`src/rtl/method_divider.sv`:
```
// method_divider: sequential unsigned restoring divider.
// One trial subtraction per clock; an N-bit quotient and remainder are ready
// after N iterations. A start/busy/done handshake lets the ALU select logic
// launch an operation and wait for the result.
// Optional macro SIGNED_DIV_EN: two's-complement operands. Magnitudes are
// divided by the unsigned core and the signs are restored at the end
// (truncation toward zero). Without the macro no sign logic exists.
module method_divider #(
    parameter int N = 4
) (
    input  logic         clk,
    input  logic         rst_n,
    input  logic         start,
    input  logic [N-1:0] A,
    input  logic [N-1:0] B,
    output logic [N-1:0] Q,
    output logic [N-1:0] R,
    output logic         busy,
    output logic         done,
    output logic         div_zero
);
    localparam int CW = $clog2(N + 1);

    typedef enum logic [1:0] {IDLE, RUN, FIN} state_t;

    state_t        state, state_nxt;
    logic [N-1:0]  rem;      // partial remainder
    logic [N-1:0]  dvd;      // dividend, shifted out as quotient bits shift in
    logic [N-1:0]  dvs;      // latched divisor (magnitude in signed mode)
    logic [CW-1:0] cnt;      // completed iterations

    logic          accept;
    logic          last;
    logic          b_zero;
    logic [N-1:0]  a_mag;
    logic [N-1:0]  b_mag;
    logic [N:0]    rem_sh;
    logic          ge;
    logic [N-1:0]  trial;
    logic [N-1:0]  rem_nxt;
    logic [N-1:0]  dvd_nxt;
    logic [N-1:0]  q_fin;
    logic [N-1:0]  r_fin;

    // A new operation is taken from IDLE, or straight out of FIN (back-to-back).
    assign b_zero = (B == '0);
    assign accept = start && (state == IDLE || state == FIN);
    assign last   = (cnt == CW'(N - 1));

    // One restoring step: shift {rem, dvd} left, try rem - divisor.
    // The shifted remainder is N+1 bits, so the non-negative test is done as a
    // full-width compare; when it passes the difference always fits in N bits.
    assign rem_sh  = {rem, dvd[N-1]};
    assign ge      = (rem_sh >= {1'b0, dvs});
    assign trial   = rem_sh[N-1:0] - dvs;
    assign rem_nxt = ge ? trial : rem_sh[N-1:0];
    assign dvd_nxt = {dvd[N-2:0], ge};

`ifdef SIGNED_DIV_EN
    logic neg_q;
    logic neg_r;

    function automatic logic [N-1:0] negate(input logic [N-1:0] x);
        return ~x + N'(1);
    endfunction

    // Most-negative has magnitude 2^(N-1), which still fits as an unsigned N-bit value.
    assign a_mag = A[N-1] ? negate(A) : A;
    assign b_mag = B[N-1] ? negate(B) : B;
    assign q_fin = neg_q ? negate(dvd_nxt) : dvd_nxt;
    assign r_fin = neg_r ? negate(rem_nxt) : rem_nxt;

    // Remember the result signs at the start edge; operands may change afterwards.
    always_ff @(posedge clk or negedge rst_n) begin
        if (!rst_n) begin
            neg_q <= 1'b0;
            neg_r <= 1'b0;
        end else if (accept) begin
            neg_q <= A[N-1] ^ B[N-1];
            neg_r <= A[N-1];
        end
    end
`else
    assign a_mag = A;
    assign b_mag = B;
    assign q_fin = dvd_nxt;
    assign r_fin = rem_nxt;
`endif

    // State register.
    always_ff @(posedge clk or negedge rst_n) begin
        if (!rst_n) begin
            state <= IDLE;
        end else begin
            state <= state_nxt;
        end
    end

    // Next-state and handshake outputs.
    always_comb begin
        state_nxt = state;
        busy      = 1'b0;
        done      = 1'b0;
        case (state)
            IDLE: begin
                if (start) begin
                    state_nxt = b_zero ? FIN : RUN;
                end
            end
            RUN: begin
                busy = 1'b1;
                if (last) begin
                    state_nxt = FIN;
                end
            end
            FIN: begin
                done = 1'b1;
                if (start) begin
                    state_nxt = b_zero ? FIN : RUN;
                end else begin
                    state_nxt = IDLE;
                end
            end
            default: begin
                state_nxt = IDLE;
            end
        endcase
    end

    // Iteration datapath; Q/R/div_zero change only when a result is final.
    always_ff @(posedge clk or negedge rst_n) begin
        if (!rst_n) begin
            rem      <= '0;
            dvd      <= '0;
            dvs      <= '0;
            cnt      <= '0;
            Q        <= '0;
            R        <= '0;
            div_zero <= 1'b0;
        end else if (accept) begin
            rem      <= '0;
            cnt      <= '0;
            dvd      <= a_mag;
            dvs      <= b_mag;
            div_zero <= b_zero;
            if (b_zero) begin
                Q <= '1;
                R <= A;
            end
        end else if (state == RUN) begin
            rem <= rem_nxt;
            dvd <= dvd_nxt;
            cnt <= cnt + CW'(1);
            if (last) begin
                Q <= q_fin;
                R <= r_fin;
            end
        end
    end

endmodule

```
`config.mk`:
```
export PLATFORM = sky130hd
export DESIGN_NAME = method_divider
export DESIGN_NICKNAME = d
export VERILOG_FILES = /design/src/rtl/method_divider.sv
export SDC_FILE = /design/constraint.sdc
export NUM_CORES = 1
export LEC_CHECK = 0
export ABC_AREA = 1
export BUFFER_PORTS_ARGS = -buffer_cell sky130_fd_sc_hd__buf_4
export CORE_MARGIN = 3
export CORE_UTILIZATION = 35
export CTS_CLUSTER_DIAMETER = 50
export DETAILED_ROUTE_END_ITERATION = 6
export PLACE_DENSITY = 0.58
export RECOVER_POWER = 25
export SYNTH_ARGS = -nofsm -noshare
export SYNTH_HDL_FRONTEND = slang
export SYNTH_SLANG_ARGS = --single-unit
```
`constraint.sdc`:
```
create_clock -name clk -period 2.4 [get_ports clk]
set_clock_uncertainty 0.15 [all_clocks]
set_input_delay 0.24 -clock clk [delete_from_list [all_inputs] [get_ports clk]]
set_output_delay 0.24 -clock clk [all_outputs]
set_load 0.02 [all_outputs]
```
== After elaboration in Yosys (flattened, before gate mapping) ==
Index checks and enable logic that the tools add are counted.
Cells by class
  $add $sub $neg: 2
  muxes and demuxes: 22
  order comparisons: 1
  eq/ne operators: 6
  reductions and logical operators: 8
Operator list (count)
  $mux 4: 13
  $mux 2: 4
  $mux 3: 2
  $pmux 2 s3: 1
  $ge 5x4->1: 1
  $logic_not 4->1: 1
  $ne 2x2->1 const B: 2
  $reduce_bool 2->1: 2
  $sub 4x4->4: 1
  $add 3x1->3 const B: 1
  $eq 3x2->1 const B: 1
  $reduce_and 3->1: 1
  $eq 2x1->1 const B: 1
  $eq 2x2->1 const B: 1
  $logic_not 2->1: 1
  $mux 1: 2
  $ne 2x1->1 const B: 1
  $reduce_and 2->1: 1
  $logic_and 1x1->1: 1
  $logic_or 1x1->1: 1
Word-level totals
  input port bits: 11
  register bits: 26
  logic and storage cells: 47

== Logic depth before layout (Yosys ltp) ==
  word-level depth: 5
  depth in mapped cells: 12

== Worst setup path before layout ==
OpenSTA, ideal clock, no wires.
  path type: register -> register
  start point: register rem[1]
  end point: register R[1]
  clock period less this slack: 1678 ps
  arrival time: 1415 ps
  cell stages (with the launch flop): 10
  setup slack: 722 ps
  buffers on the path: 0
  path through: dfrtp_1 ha_1 a21oi_2 nand2_1 nand2_1 nand2_2 nand3_1 nand3_1 nand2_1 inv_1
On the way
  cells in the longest elaborated chain, start to end: 5
Ends and longest elaborated chain
  from (decl): RTL line 27  | logic [N-1:0] rem;
  from (signal assigned): RTL line 151  | rem <= rem_nxt;
  $ge 5x4->1: RTL line 54  | assign ge = (rem_sh >= {1'b0, dvs});
  $mux 4: RTL line 56  | assign rem_nxt = ge ? trial : rem_sh[N-1:0];
  $mux 4: RTL line 154  | if (last) begin
  $mux 4: RTL line 150  | end else if (state == RUN) begin
  $mux 4: RTL line 140  | end else if (accept) begin
  to (signal assigned): RTL line 156  | R <= r_fin;
  to (decl): RTL line 17  | output logic [N-1:0] R,
Every way passes these cells. The select of a mux whose other input is x is not followed.
A chain may end at the register's enable or synchronous reset.

== Worst setup path after layout ==
  start point: register rem[1]
  end point: register R[2]
On the way
  cells in the longest elaborated chain, start to end: 5
  elaborated cells on any way between the ends: 6
  those cells by class: add/sub (1); order compare (1); mux (4)
Ends and longest elaborated chain (RTL line)
  $sub 4x4->4 or $ge 5x4->1 (tied branches): 55, 54
  $mux 4 (*): 56
  $mux 4 (*): 154
  $mux 4 (*): 150
  $mux 4 (*): 140
Mark *: on every way between the ends. The rest lies on a longest branch, timed or not. The select of a mux whose other input is x is not followed.

==> results by group <==
STA
  • Peak clock frequency supported by timing: 0.523 GHz
  • Final hold viol count: 0
  • Time the final worst path needs with I/O delays and setup: 1.91 ns
  • Tcrit/Tclk final: 79.7%
  • Slew Limit Headroom: 4.14%
  • Accumulated negative setup slack: 0 ns
  • Final number of setup-violating endpoints: 0
  • Slew Viols, Final: 0
  • Minimum setup slack in the final design: 0.487 ns
  • Slew at the pin closest to its max-slew limit: 1.44 ns
  • Unrepaired setup endpoints after global routing: false

Setup path
  • WS Path Type: flip-flop to flip-flop
  • Start of the worst register-to-register path: rem[1]$_DFFE_PN0P_
  • Depth of the most critical reg-to-reg path: 9
  • R2R Setup Slk: 0.49 ns
  • Critical Path Source: rem[1]$_DFFE_PN0P_
  • Reg-to-reg critical path endpoint: R[2]$_DFFE_PN0P_
  • Critical Path Start Type: flip-flop
  • Critical path data arrival time: 1.94 ns
  • Worst-path fanout max: 6
  • Critical path required time: 2.43 ns
  • Critical Path End Type: flip-flop

Synth
  • Primary FF master, synth: dfrtp_1
  • Top cells by count, synth: nand2_1, dfrtp_1, inv_1
  • Leading post-synthesis cells by cell area: dfrtp_1, nand2_1, inv_1, ha_1, nand3_1
  • Cell type contributing the most total cell area after synthesis: dfrtp_1
  • Post-synthesis net count: 182
  • Total of warnings raised by yosys: 0
  • Total standard cell area after synthesis: 1410 sq um
  • Total of flip-flops plus latches after synthesis: 26
  • Cell count after synthesis: 164
  • Average footprint of a synthesized cell: 8.59 sq um
  • Share of synthesized area occupied by flip-flops and latches: 46.2%
  • Count of different cell masters after synthesis: 26
  • Post-synthesis async set-or-reset flop share: 100%
  • EDFF count, synth: 0
  • Most instantiated library cell after synthesis: nand2_1
  • Fraction of post-synthesis cell area in the top cell type by area: 46.2%

Pwr
  • Switching share of total power: 44.9%
  • Cell area power density: 1510 nW/um^2
  • Sequential share of power: 30.1%
  • Internal power component: 0.00140 W
  • Fraction of power consumed by combinational cells: 55.4%
  • Net load switching power: 0.00114 W
  • Leakage dissipation: 0.899 nW
  • Part of the total power dissipated in the clock network: 14.5%
  • Peak VDD IR: 0.459 mV

GRT
  • Initial antenna violation count: 0
  • Total congestion overflow after global routing: 0
  • Global-route wire length before repair: 5400 microns
  • Via count of the first global-routing pass: 1158
  • Maximum number of pins on one net before global-route repair: 27
  • Overall fraction of global-route tracks in use: 13.3%

Route
  • Met2 wire len: 1360 microns
  • DRC: 0
  • Post-route antenna net violation count: 0
  • Detailed-route vias per instance: 4.92
  • Routed WL per cell: 12.7 microns
  • Top sig layer: met4
  • Amount of wire on met3 after detailed routing: 228 microns
  • Number of iterations in the first detailed-routing pass: 5
  • Final wirelength: 2990 microns
  • Iteration-0 DRC Markers: 70
  • Post-Route M1 WL: 1360 microns
  • Total number of vias: 1156

Worst hold path
  • Tightest Hold Check Type: primary input to flip-flop
  • Beginning of the worst hold path: B[2]
  • Worst hold path depth: 3
  • Hold path endpoint: dvs[2]$_DFFE_PN0N_

Clocking
  • CTS tree: yes
  • Number of buffers between clock root and the deepest sink: 2
  • Worst-skew pair later-pin latency: 0.27 ns
  • Number of levels the H-tree was split into: 1
  • Number of clock buffers inserted by TritonCTS: 3
  • Clock slew seen by the registers of the worst setup and hold paths: 0.09 ns
  • Clock Root Buffer: clkbuf_8
  • Clock sink total: 26
  • Post-CTS setup repair buffer count: 0

Place
  • Global placer's final weighted congestion: 0.986
  • Input/output buffers: 21
  • Placed cell area: 1610 sq um
  • Worst slack at placement: 0.550 ns
  • HPWL reported at the end of detailed placement: 2250 microns

Finish
  • Final non-filler cell area: 1680 sq um
  • Fraction of layout instances using a drive strength above 1: 19.8%
  • Final #Nets: 206
  • Diodes inserted: 0
  • Syn-to-layout area delta: 19.4%

Die
  • Area enclosed by the die boundary: 4820 sq um
  • DIE HEIGHT: 69.4 microns
  • Placeable Area: 3770 sq um
  • Number of placed I/O pins: 22
  • Initial core utilization: 37.4%
  • Number of standard-cell rows in the floorplan: 22
  • Die width: 69.4 microns

Job
  • Max Cap Viol: 0

Outcome
  • Result of the run: finished clean
[cells in the final DEF (no fill, tap or decap), types with 2 or more instances in the layout]
master / n
nand2_1: 38
o221ai_1: 4
clkbuf_8: 3
ha_1: 6
o21ai_0: 4
a21oi_1: 8
nand2_8: 2
inv_1: 25
or2_1: 3
nand3_1: 11
dfrtp_1: 26
inv_2: 3
o22ai_1: 2
nand4_1: 4
buf_4: 20
nand2_4: 3
nor2_1: 13
[layer usage]
| metal | vias to the layer above | track usage [%] |
|---|---|---|
| met5 | - | 0 |
| met4 | 0 | 2.60 |
| met3 | 7 | 3.62 |
| met2 | 41 | 21.0 |
| met1 | 538 | 18.4 |
| li1 | 570 | - |
[how the worst max path moves through the flow]
stage	end	slack, ns	cells past startpoint
floorplan	R[1]$_DFFE_PN0P_	0.72	9
global placement	R[0]$_DFFE_PN0P_	0.61	9
detailed placement	R[0]$_DFFE_PN0P_	0.55	9
CTS	R[0]$_DFFE_PN0P_	0.52	9
global route	state[0]$_DFFE_PN0P_	0.31	2
finish	R[2]$_DFFE_PN0P_	0.49	9
[power groups by stage]
stage	Sequential (W)	Combinational (W)	Clock, W
after floorplan	0.000830	0.000971	0
after global placement	0.000765	0.00138	0
after detailed placement	0.000775	0.00141	0
after CTS	0.000765	0.00142	0.000372
after global routing	0.000790	0.00162	0.000386
final	0.000763	0.00141	0.000367
[through the flow]
| stage | power (W) | instances | util, % | hold WS [ns] |
|---|---|---|---|---|
| 6_report | 0.00254 | 235 | 44.6 | 0.0257 |
| 3_3_place_gp | 0.00215 | 230 | 42.6 | 0.0186 |
| 4_1_cts | 0.00256 | 235 | 44.7 | 0.0335 |
| 5_1_grt | 0.00279 | 235 | 44.6 | 0.0384 |
| 3_5_place_dp | 0.00218 | 230 | 42.6 | 0.0222 |
| 2_1_floorplan | 0.00180 | 164 | - | -0.206 |
[critical path, stage by stage (launching register included)]
cell and delay (ns):
dfrtp_1 0.42, ha_1 0.37, a21oi_2 0.20, nand2_1 0.07
nand2_1 0.16, nand2_2 0.13, nand3_1 0.13, nand3_1 0.10
nand2_1 0.07, inv_1 0.03
[cell type report]
class	instances	area [sq um]
multi-input cells	106	623
well taps	48	60.1
fillers	373	2090
inverters	29	114
clock buffers	3	41.3
flip-flops and latches	26	651
repair buffers	22	164
clock inverters	1	30.0
[logic make-up (layout without fill, tap and decap cells)]
kind of cell / after synthesis / in the layout / synth area share [%]
buf+inv: 32 / 55 / 9.59
compound gates: 21 / 21 / 9.33
flops: 26 / 26 / 46.2
fa+ha+maj: 7 / 7 / 6.75
xor+xnor: 1 / 1 / 0.622
simple gates: 77 / 77 / 27.5
[state kept, by name, summed over array words and instances, names as in the netlist]
register  cells
cnt           3
Q             4
rem           4
dvd           4
dvs           4
div_zero      1
state         2
R             4
[repair_timing]
item	CTS	global route
hold buffers	1	0
gates resized for setup	0	0
hold endpoints to repair	26	0
Power figures use the tool's default switching activity.
